## src/rtl/mem_arbiter.sv

```systemverilog
// mem_arbiter: shares one single-port RAM between an instruction-fetch port
// and a data port. Data normally wins, but a fetch that has waited through
// STARVE_LIMIT consecutive data grants is served next. Reads return with a
// fixed one-cycle latency to whichever port owned the read.
module mem_arbiter #(
  parameter int ADDR_WIDTH   = 10,
  parameter int STARVE_LIMIT = 4
) (
  input  logic                  clk,
  input  logic                  reset_n,
  input  logic                  i_req_i,
  input  logic [31:0]           i_addr_i,
  output logic                  i_gnt_o,
  output logic                  i_rvalid_o,
  output logic [31:0]           i_rdata_o,
  input  logic                  d_req_i,
  input  logic                  d_we_i,
  input  logic [31:0]           d_addr_i,
  input  logic [31:0]           d_wdata_i,
  output logic                  d_gnt_o,
  output logic                  d_rvalid_o,
  output logic [31:0]           d_rdata_o,
  output logic                  mem_en_o,
  output logic                  mem_we_o,
  output logic [ADDR_WIDTH-1:0] mem_addr_o,
  output logic [31:0]           mem_wdata_o,
  input  logic [31:0]           mem_rdata_i
);

  localparam int CW = $clog2(STARVE_LIMIT + 1);

  typedef enum logic [1:0] {OWN_NONE, OWN_FETCH, OWN_DATA} owner_t;

  owner_t        owner, owner_next;
  logic [CW-1:0] streak_cnt, streak_next;
  logic [31:0]   i_hold, d_hold;
  logic          fetch_gnt, data_gnt, starved;

  // Only the low word-index bits address the RAM.
  logic unused_addr_bits;
  assign unused_addr_bits = ^{i_addr_i[31:ADDR_WIDTH], d_addr_i[31:ADDR_WIDTH]};

  assign starved = (streak_cnt == CW'(STARVE_LIMIT));

  // Grant selection, streak tracking and read-ownership for next cycle.
  // Grants are forced off while reset is asserted so every output is 0.
  always_comb begin
    fetch_gnt   = 1'b0;
    data_gnt    = 1'b0;
    streak_next = streak_cnt;
    owner_next  = OWN_NONE;
    if (reset_n) begin
      if (i_req_i && (!d_req_i || starved)) begin
        fetch_gnt = 1'b1;
      end else if (d_req_i) begin
        data_gnt = 1'b1;
      end
    end
    if (!i_req_i || fetch_gnt) begin
      streak_next = '0;
    end else if (data_gnt && !starved) begin
      streak_next = streak_cnt + 1'b1;
    end
    if (fetch_gnt) begin
      owner_next = OWN_FETCH;
    end else if (data_gnt && !d_we_i) begin
      owner_next = OWN_DATA;
    end
  end

  // State register: response owner and starvation streak.
  always_ff @(posedge clk or negedge reset_n) begin
    if (!reset_n) begin
      owner      <= OWN_NONE;
      streak_cnt <= '0;
    end else begin
      owner      <= owner_next;
      streak_cnt <= streak_next;
    end
  end

  // Per-port holding registers keep the last returned read word.
  always_ff @(posedge clk or negedge reset_n) begin
    if (!reset_n) begin
      i_hold <= '0;
      d_hold <= '0;
    end else begin
      if (owner == OWN_FETCH) i_hold <= mem_rdata_i;
      if (owner == OWN_DATA)  d_hold <= mem_rdata_i;
    end
  end

  assign i_gnt_o     = fetch_gnt;
  assign d_gnt_o     = data_gnt;
  assign mem_en_o    = fetch_gnt | data_gnt;
  assign mem_we_o    = data_gnt & d_we_i;
  assign mem_addr_o  = fetch_gnt ? i_addr_i[ADDR_WIDTH-1:0] :
                       data_gnt  ? d_addr_i[ADDR_WIDTH-1:0] : '0;
  assign mem_wdata_o = reset_n ? d_wdata_i : '0;

  assign i_rvalid_o  = (owner == OWN_FETCH);
  assign d_rvalid_o  = (owner == OWN_DATA);
  assign i_rdata_o   = i_rvalid_o ? mem_rdata_i : i_hold;
  assign d_rdata_o   = d_rvalid_o ? mem_rdata_i : d_hold;

endmodule
```

## config.mk

```make
export PLATFORM = sky130hd
export DESIGN_NAME = mem_arbiter
export DESIGN_NICKNAME = d
export VERILOG_FILES = /design/src/rtl/mem_arbiter.sv
export SDC_FILE = /design/constraint.sdc
export NUM_CORES = 1
export LEC_CHECK = 0
export CORE_UTILIZATION = 25
export DETAILED_ROUTE_END_ITERATION = 12
export HOLD_SLACK_MARGIN = 0.02
export PLACE_DENSITY = 0.63
export SKIP_LAST_GASP = 1
export SLEW_MARGIN = 20
export SYNTH_ARGS = -nofsm -noshare
export SYNTH_HDL_FRONTEND = slang
export SYNTH_SLANG_ARGS = --single-unit
```

## constraint.sdc

```tcl
create_clock -name clk -period 1.4 [get_ports clk]
set_clock_uncertainty 0.15 [all_clocks]
set_input_delay 0.14 -clock clk [delete_from_list [all_inputs] [get_ports clk]]
set_output_delay 0.14 -clock clk [all_outputs]
set_load 0.05 [all_outputs]
```

# [Word-level counts from Yosys, hierarchy flattened]
# Cells that the tools add are included.
[word_totals] reg_bits=69
[classes] addsub=1 eq_ne=3 muxes=14 n_bitwise=2 n_reduce_logical=10
[ops] cell="$mux W32" count=3
[ops] cell="$mux W10" count=2
[ops] cell="$mux W3" count=2
[ops] cell="$mux W1" count=5
[ops] cell="$logic_not A1 Y1" count=4
[ops] cell="$mux W2" count=2
[ops] cell="$add A3 B1 Y3 const B" count=1
[ops] cell="$eq A3 B3 Y1 const B" count=1
[ops] cell="$logic_and A1 B1 Y1" count=3
[ops] cell="$eq A2 B1 Y1 const B" count=1
[ops] cell="$eq A2 B2 Y1 const B" count=1
[ops] cell="$logic_or A1 B1 Y1" count=2
[ops] cell="$reduce_bool A2 Y1" count=1
[ops] cell="$and A1 B1 Y1" count=1
[ops] cell="$or A1 B1 Y1" count=1

# [Depth between registers and ports, before layout]
# Gate-level depths: netlist of run 1.
[logic_depth] depth_word=8 mapped_depth=6 ltp_nobuf=5

# [Worst setup path after synthesis of run 1]
# No wires, ideal clock.
[synth_path] kind="register -> output" from="reg streak_cnt[0]" to="out mem_addr_o[0]" t_arrival_ps=1639 t_required_ps=1110 path_slack_ps=-529 stages_incl_launch_ff=7 n_path_buf=1 path_cell_list="dfrtp_1 > inv_1 > ha_1 > nand2_1 > a21oi_2 > buf_4 > a22o_1"
[synth_via] elab_cells_between_ends=9 cone_classes="eq/ne: 1; mux: 6; reduce/logical: 2"
[synth_rtl] element="start, declared" line_no="35" source="logic [CW-1:0] streak_cnt, streak_next;"
[synth_rtl] element="start signal, assigned" line_no="78" source="streak_cnt <= streak_next;"
[synth_rtl] element="$eq A3 B3 Y1" line_no="43" source="assign starved = (streak_cnt == CW'(STARVE_LIMIT));"
[synth_rtl] element="$logic_or A1 B1 Y1" line_no="53" source="if (i_req_i && (!d_req_i || starved)) begin"
[synth_rtl] element="$logic_and A1 B1 Y1" line_no="53"
[synth_rtl] element="$mux W1" line_no="53"
[synth_rtl] element="$mux W1" line_no="52" source="if (reset_n) begin"
[synth_rtl] element="net i_gnt_o" line_no="13" source="output logic i_gnt_o,"
[synth_rtl] element="$mux W10" line_no="97" source="assign mem_addr_o = fetch_gnt ? i_addr_i[ADDR_WIDTH-1:0] :"
[synth_rtl] element="end, declared" line_no="25" source="output logic [ADDR_WIDTH-1:0] mem_addr_o,"
# The timed path passes the listed nets, and every way through them passes these cells.

# [Worst setup path in the final report of run 1]
[layout_path] from="reg owner[1]" to="out d_rdata_o[15]"
[layout_via] elab_chain_cells=2
[layout_lines] element="start, declared" line_no="34" source="owner_t owner, owner_next;"
[layout_lines] element="start signal, assigned" line_no="77" source="owner <= owner_next;"
[layout_lines] element="$eq A2 B2 Y1" line_no="102" source="assign d_rvalid_o = (owner == OWN_DATA);"
[layout_lines] element="$mux W32"
[layout_lines] element="end, declared" line_no="22" source="output logic [31:0] d_rdata_o,"
# Every way passes these cells.

==> metrics.txt, run 1 <==
ordered list of cells on the worst path buf_4 -> nand2b_4 -> buf_12 -> mux2_4 -> buf_12; routability congestion estimate 0.7612; antenna fix cells 0; via count 2657; Starting Density 25.69%; cell area after synthesis 3256 um^2; number of clock sinks 69; post-synthesis cell type count 23; critical path arrival 1710 ps; combinational group share of total power 50.4%; CP most frequent cell sky130_fd_sc_hd__buf_12; worst-path cell with the longest stage delay sky130_fd_sc_hd__dfrtp_1; crit share post-route 142.7%; Die Outline Area 13480 um^2; clock group share of total power 23.9%; CTS Buffer Depth 2; count of flip-flops with a built-in enable after synthesis 0; number of failing hold endpoints at the final stage 69; most used standard cell by instance count after synthesis sky130_fd_sc_hd__dfrtp_1; final worst setup slack -598.1 ps; transition time of the tightest slew-check pin between 300 and 400 ps; WHS -288.8 ps; Synth Area per Inst 15.21 um^2; placement row count 41; die height about 120 um; P&R area growth vs syn 121.2%; via count of the first global-routing pass 2831; failing checks hold timing, setup timing; final setup violation count around 150; clock transition at the register clock pins on the worst setup and hold paths after CTS 60 ps; type of origin of the critical path flip-flop; design internal power approximately 0.0062 W; longest individual stage delay on the worst path 400 ps; relative contribution of sequential cells to total power 25.7%; initial antenna violation count 0; leakage 3.296 nW; number of DRC violations after detailed routing 0; class of the tightest hold or removal check in2async; clock buffers created by TritonCTS 9; outcome finished with violations; count of state elements after synthesis 69; number of maximum-capacitance violations 0; buffers added on ports 200; Final ANT Viol Nets 0; post-synthesis cell count about 210; synthesized netlist net count 349; average via count per standard cell approximately 4.2; pin count of the biggest net entering global routing 74; power per cell area 1346 nW/um^2; total wire length after detailed routing ~10000 um; standard cell core area between 10000 and 15000 um^2; top area cells in the synthesized netlist sky130_fd_sc_hd__dfrtp_1 53%, sky130_fd_sc_hd__mux2_4 27%, sky130_fd_sc_hd__and2_1 6.3%; count of nets after finishing approximately 600; detailed router's first-iteration violation count 63; Critical Path Sink Type primary output; most used flip-flop cell after synthesis sky130_fd_sc_hd__dfrtp_1; Root Driver sky130_fd_sc_hd__clkbuf_16; peak ir drop on the vdd network 0.5767 mV; maximum clock frequency around 500 MHz; cell accounting for the most synthesized area sky130_fd_sc_hd__dfrtp_1; I/O pin cnt 245; critical path buffer and inverter count 3; total iterations of the first detailed-routing run 3; WP data required 1110 ps; minimum setup slack after placement -329.6 ps; RSZ-0062 raised after global routing yes; Die Span X 116.1 um; wire length of the first global-routing pass 15390 um; Tmin final 1998 ps; CP max FO 13; Avg WL per Cell 16.30 um; Async S/R FF share, synth 100.0%; Seq/Total Area, Yosys 53.04%; total track usage 15.45%; clock insertion delay at the later pin of the skew report 330 ps; share of cells above drive strength 1 between 50% and 60%; most used standard cells in the synthesized netlist 69 x sky130_fd_sc_hd__dfrtp_1, 58 x sky130_fd_sc_hd__mux2_4, 33 x sky130_fd_sc_hd__and2_1; clock tree from TritonCTS done; switching part of the total power 35.53%; overflow left after global routing 0; final HPWL from detailed placement approximately 7400 um; switching power roughly 0.0034 W; Sum Neg Setup Slack -49410 ps; # H-tree levels 3; critical path class reg2out; total number of yosys warnings 0; cell class contributing the biggest share of worst-path delay buffers and inverters; Max Slew Vio Count 0; top cell type's share of synthesized area between 50% and 60%; worst-case headroom to the max-slew limit 74.10%
power groups by stage:
stage	clock network, W	registers, W	logic, W
6_report	0.00232	0.00249	0.00488
4_1_cts	0.00240	0.00249	0.00480
5_1_grt	0.00249	0.00253	0.00506
3_3_place_gp	0	0.00251	0.00447
3_5_place_dp	0	0.00252	0.00450
2_1_floorplan	0	0.00249	0.00259
layer usage:
layer	track usage, %	vias up	share of wire (%)
li1	-	1208	-
met1	18.35	1307	39
met2	25.79	134	50
met3	6.850	8	9.5
met4	3.333	0	0.79
met5	0	-	0
cell families after synthesis:
kind of cell / count (synthesis) / share of synthesized area (%)
compound gates: 17 / 4.765
fa+ha+maj: 2 / 0.7685
buf+inv: 17 / 4.074
flops: 69 / 53.04
mux: 64 / 28.82
simple gates: 45 / 8.532
per-stage QoR:
stage,instance area (um^2),util [%],instances,hold slack [ps],power (W)
finish,7201,56.83,630,-288.8,0.009690
detailed placement,6377,50.33,593,89.79,0.007024
CTS,7082,55.89,623,-269.2,0.009689
floorplan,3401,-,214,-305.6,0.005081
global route,7201,56.83,630,-256.6,0.01007
global placement,6377,50.33,593,88.49,0.006982
what timing repair did:
item | in CTS | in global routing
buffers inserted | 11 | 11
resized for setup | 56 | 24
endpoints found under the setup margin | 132 | 148
pin swaps | 1 | 4
cloned | 4 | 0
endpoints found under the hold margin | 69 | 69
placed cells by master (no fill, tap or decap), types with 3 or more instances in the layout:
cell type                         instances
sky130_fd_sc_hd__clkdlybuf4s50_1         87
sky130_fd_sc_hd__buf_12                  84
sky130_fd_sc_hd__dfrtp_1                 69
sky130_fd_sc_hd__mux2_4                  63
sky130_fd_sc_hd__buf_6                   37
sky130_fd_sc_hd__and2_1                  32
sky130_fd_sc_hd__buf_4                   21
sky130_fd_sc_hd__a22o_4                  10
sky130_fd_sc_hd__clkbuf_16               10
sky130_fd_sc_hd__buf_8                   10
sky130_fd_sc_hd__o21a_1                   3
sky130_fd_sc_hd__clkbuf_8                 3
sky130_fd_sc_hd__buf_16                   3
layout make-up:
class                      count  area [um^2]
multi-input combinational    128         1553
tap                          172        215.2
inverter                       3        11.26
fill                        1004         5470
clock inverter                 3        43.79
clock buffer                  12        266.5
timing repair buffer         243         3385
sequential                    69         1727
worst reg2reg max path, cell delays in order, from the launching register on:
cell and delay, ps:
sky130_fd_sc_hd__dfrtp_1 380, sky130_fd_sc_hd__buf_4 130, sky130_fd_sc_hd__buf_4 130, sky130_fd_sc_hd__ha_1 190, sky130_fd_sc_hd__or3b_1 350, sky130_fd_sc_hd__a21boi_1 130
sky130_fd_sc_hd__o21a_1 120
worst paths after layout:
check | from | endpoint | slack [ps] | depth (start not counted)
max | owner[1] | d_rdata_o[15] | -600 | 5
min | reset_n | streak_cnt[1] | -290 | 2
max reg2reg | streak_cnt[0] | streak_cnt[2] | -240 | 6
min reg2reg | i_hold[25] | i_hold[25] | 350 | 1
max in group asynchronous | reset_n | d_hold[16] | 1060 | 2
min in group clk | reset_n | streak_cnt[1] | 260 | 4
state kept, by name, summed over array words and instances (netlist names):
register and cells:
streak_cnt 3, owner 2, i_hold 32, d_hold 32
No activity file was read; power rests on OpenSTA's default activity.
==> run 2: changes to the inputs <==
GPL_ROUTABILITY_DRIVEN = 0   (was not set)
PLACE_DENSITY = not set   (was 0.63)
PLACE_DENSITY_LB_ADDON = 0.08   (was not set)
==> run 2 against run 1 <==
  * Critical path type unchanged
  * Sequential power barely moved
  * Final cell count increased by 0.32%
  * Via count grew 1.2%
  * Sequential share of layout area decreased by 0.37 points
  * Clock power is essentially flat
  * The run still ends with hold timing, setup timing left
  * Power rose by 0.33%
==> metrics.txt, run 2 (synthesis gave the netlist of run 1 again) <==
number of maximum-capacitance violations 0 (unchanged); met3 wirelength from detailed routing 961 um (was 971 um); total iterations of the first detailed-routing run 4 (was 3); number of cells after detailed placement 592 (was 593); final worst setup slack -605.3 ps (was -598.1 ps); Max Slew Vio Count 0 (unchanged); worst-case headroom to the max-slew limit 60.40% (was 74.10%); RSZ-0062 raised after global routing yes (unchanged); detailed router's first-iteration violation count 81 (was 63); ordered list of cells on the worst path buf_6 -> nand2b_4 -> buf_12 -> buf_16 -> mux2_4 -> buf_12 (was buf_4 -> nand2b_4 -> buf_12 -> mux2_4 -> buf_12); type of origin of the critical path flip-flop (unchanged); maximum clock frequency 498.7 MHz (was 500.5 MHz); worst-path cell with the longest stage delay sky130_fd_sc_hd__dfrtp_1 (unchanged); Die Outline Area 13480 um^2 (unchanged); total track usage 15.31% (was 15.45%); outcome finished with violations (unchanged); clock insertion delay at the later pin of the skew report 330 ps (about the same); total length of routed met2 wires 5144 um (was 5165 um); WP data required 1110 ps (about the same); Total Power 0.009722 W (was 0.009690 W); final setup violation count 145 (was 146); I/O pin cnt 245 (unchanged); total wire length after detailed routing 10520 um (was 10270 um); CP max FO 5 (was 13); crit share post-route 143.2% (was 142.7%); standard cell core area 12670 um^2 (unchanged); class of the tightest hold or removal check in2async (unchanged); number of DRC violations after detailed routing 0 (unchanged); WHS -98.23 ps (was -288.8 ps); antenna fix cells 0 (unchanged); initial antenna violation count 0 (unchanged); Final Instance Count excl. Fillers 632 (was 630); transition time of the tightest slew-check pin 594.0 ps (was 388.5 ps); number of cell instances on the worst register-to-register path 6 (unchanged); Tmin final 2005 ps (was 1998 ps); buffers added on ports 200 (unchanged); failing checks hold timing, setup timing (unchanged); critical path class reg2out (unchanged); highest metal layer with signal wires met4 (unchanged); Avg WL per Cell 16.64 um (was 16.30 um); leading registers by flop count d_hold (32), i_hold (32), streak_cnt (3) (unchanged); overflow left after global routing 0 (unchanged); longest individual stage delay on the worst path 410 ps (was 400 ps); # H-tree levels 3 (unchanged); share of cells above drive strength 1 56.52% (was 55.68%); P&R area growth vs syn 124.7% (was 121.2%); placement row count 41 (unchanged); r2r setup slk -210 ps (was -240 ps); final HPWL from detailed placement 7221 um (was 7402 um); via count 2690 (was 2657); Crit Reg-Reg Endpoint d_hold[6] (was streak_cnt[2]); power per cell area 1329 nW/um^2 (was 1346 nW/um^2); commonest non-fill, non-tap cells in the layout 87 x sky130_fd_sc_hd__clkdlybuf4s50_1, 87 x sky130_fd_sc_hd__buf_12, 69 x sky130_fd_sc_hd__dfrtp_1 (was 87 x sky130_fd_sc_hd__clkdlybuf4s50_1, 84 x sky130_fd_sc_hd__buf_12, 69 x sky130_fd_sc_hd__dfrtp_1); Final ANT Viol Nets 0 (unchanged); worst r2r src owner[1] (was streak_cnt[0]); clock transition at the register clock pins on the worst setup and hold paths after CTS 60 ps (about the same); peak ir drop on the vdd network 0.5597 mV (was 0.5767 mV); Root Driver sky130_fd_sc_hd__clkbuf_16 (unchanged); number of failing hold endpoints at the final stage 20 (was 69); CTS Buffer Depth 2 (unchanged); pin count of the biggest net entering global routing 47 (was 74); average via count per standard cell 4.256 (was 4.217); wire length of the first global-routing pass 15400 um (was 15390 um); leakage 3.317 nW (was 3.296 nW); Critical Path Sink Type primary output (unchanged); die height 116.1 um (unchanged); minimum setup slack after placement -364.2 ps (was -329.6 ps); count of nets after finishing 590 (was 589); number of clock sinks 69 (unchanged); critical path arrival 1720 ps (was 1710 ps); CP most frequent cell sky130_fd_sc_hd__buf_12 (unchanged); Placed Instance Area 6370 um^2 (was 6377 um^2); via count of the first global-routing pass 2799 (was 2831); clock buffers created by TritonCTS 9 (unchanged); final non-filler cell area 7315 um^2 (was 7201 um^2); clock tree from TritonCTS done (unchanged); Die Span X 116.1 um (unchanged); Starting Density 25.69% (unchanged); Met1 Routed Length 4260 um (was 4052 um)
## run 2: routing by layer
metal  GRT usage (%)  up-vias
li1                -     1226
met1           18.19     1337
met2           24.64      115
met3           6.072       12
met4           6.410        0
met5               0        -
## run 2: final cells by class
class | instances | area, um^2
flip-flops and latches | 69 | 1727
inverters | 3 | 13.76
clock inverters | 5 | 58.81
well taps | 172 | 215.2
fillers | 1013 | 5356
clock buffers | 11 | 252.7
repair buffers | 244 | 3477
multi-input cells | 128 | 1570
## run 2: worst max-delay path: cells and delay by family, from the launching register on
kind                   cells  cell delay [ps]
muxes                      1              320
DFF                        1              410
buffers and inverters      4              530
and+or+nand+nor            1              100
## run 2: through the flow
stage	utilization (%)	TNS (ps)	hold WS (ps)
finish	57.73	-47610	-98.23
global route	57.73	-53350	-57.88
CTS	55.82	-66590	103.3
detailed placement	50.27	-17000	31.98
global placement	50.27	-15610	32.97
floorplan	-	-10520	-305.6
## run 2: worst max path at each step
stage	to	from
4_1_cts	i_rdata_o[31]	owner[1]
3_3_place_gp	mem_addr_o[8]	i_req_i
6_report	d_rdata_o[6]	owner[1]
5_1_grt	mem_addr_o[3]	streak_cnt[0]
3_5_place_dp	mem_addr_o[8]	i_req_i
2_1_floorplan	mem_addr_o[0]	streak_cnt[1]
## run 2: timing repair
action	in CTS	in global routing
pin swaps	4	7
gates cloned	5	3
resized for setup	32	52
setup endpoints to repair	115	223
endpoints found under the hold margin	23	23
setup buffers	14	11
hold buffers	1	1
## run 2: where the power goes
group          internal, W  switching (W)  total [W]
registers          0.00238       0.000106    0.00249
logic              0.00237        0.00254    0.00491
clock network      0.00147       0.000850    0.00232
total              0.00623        0.00350    0.00972
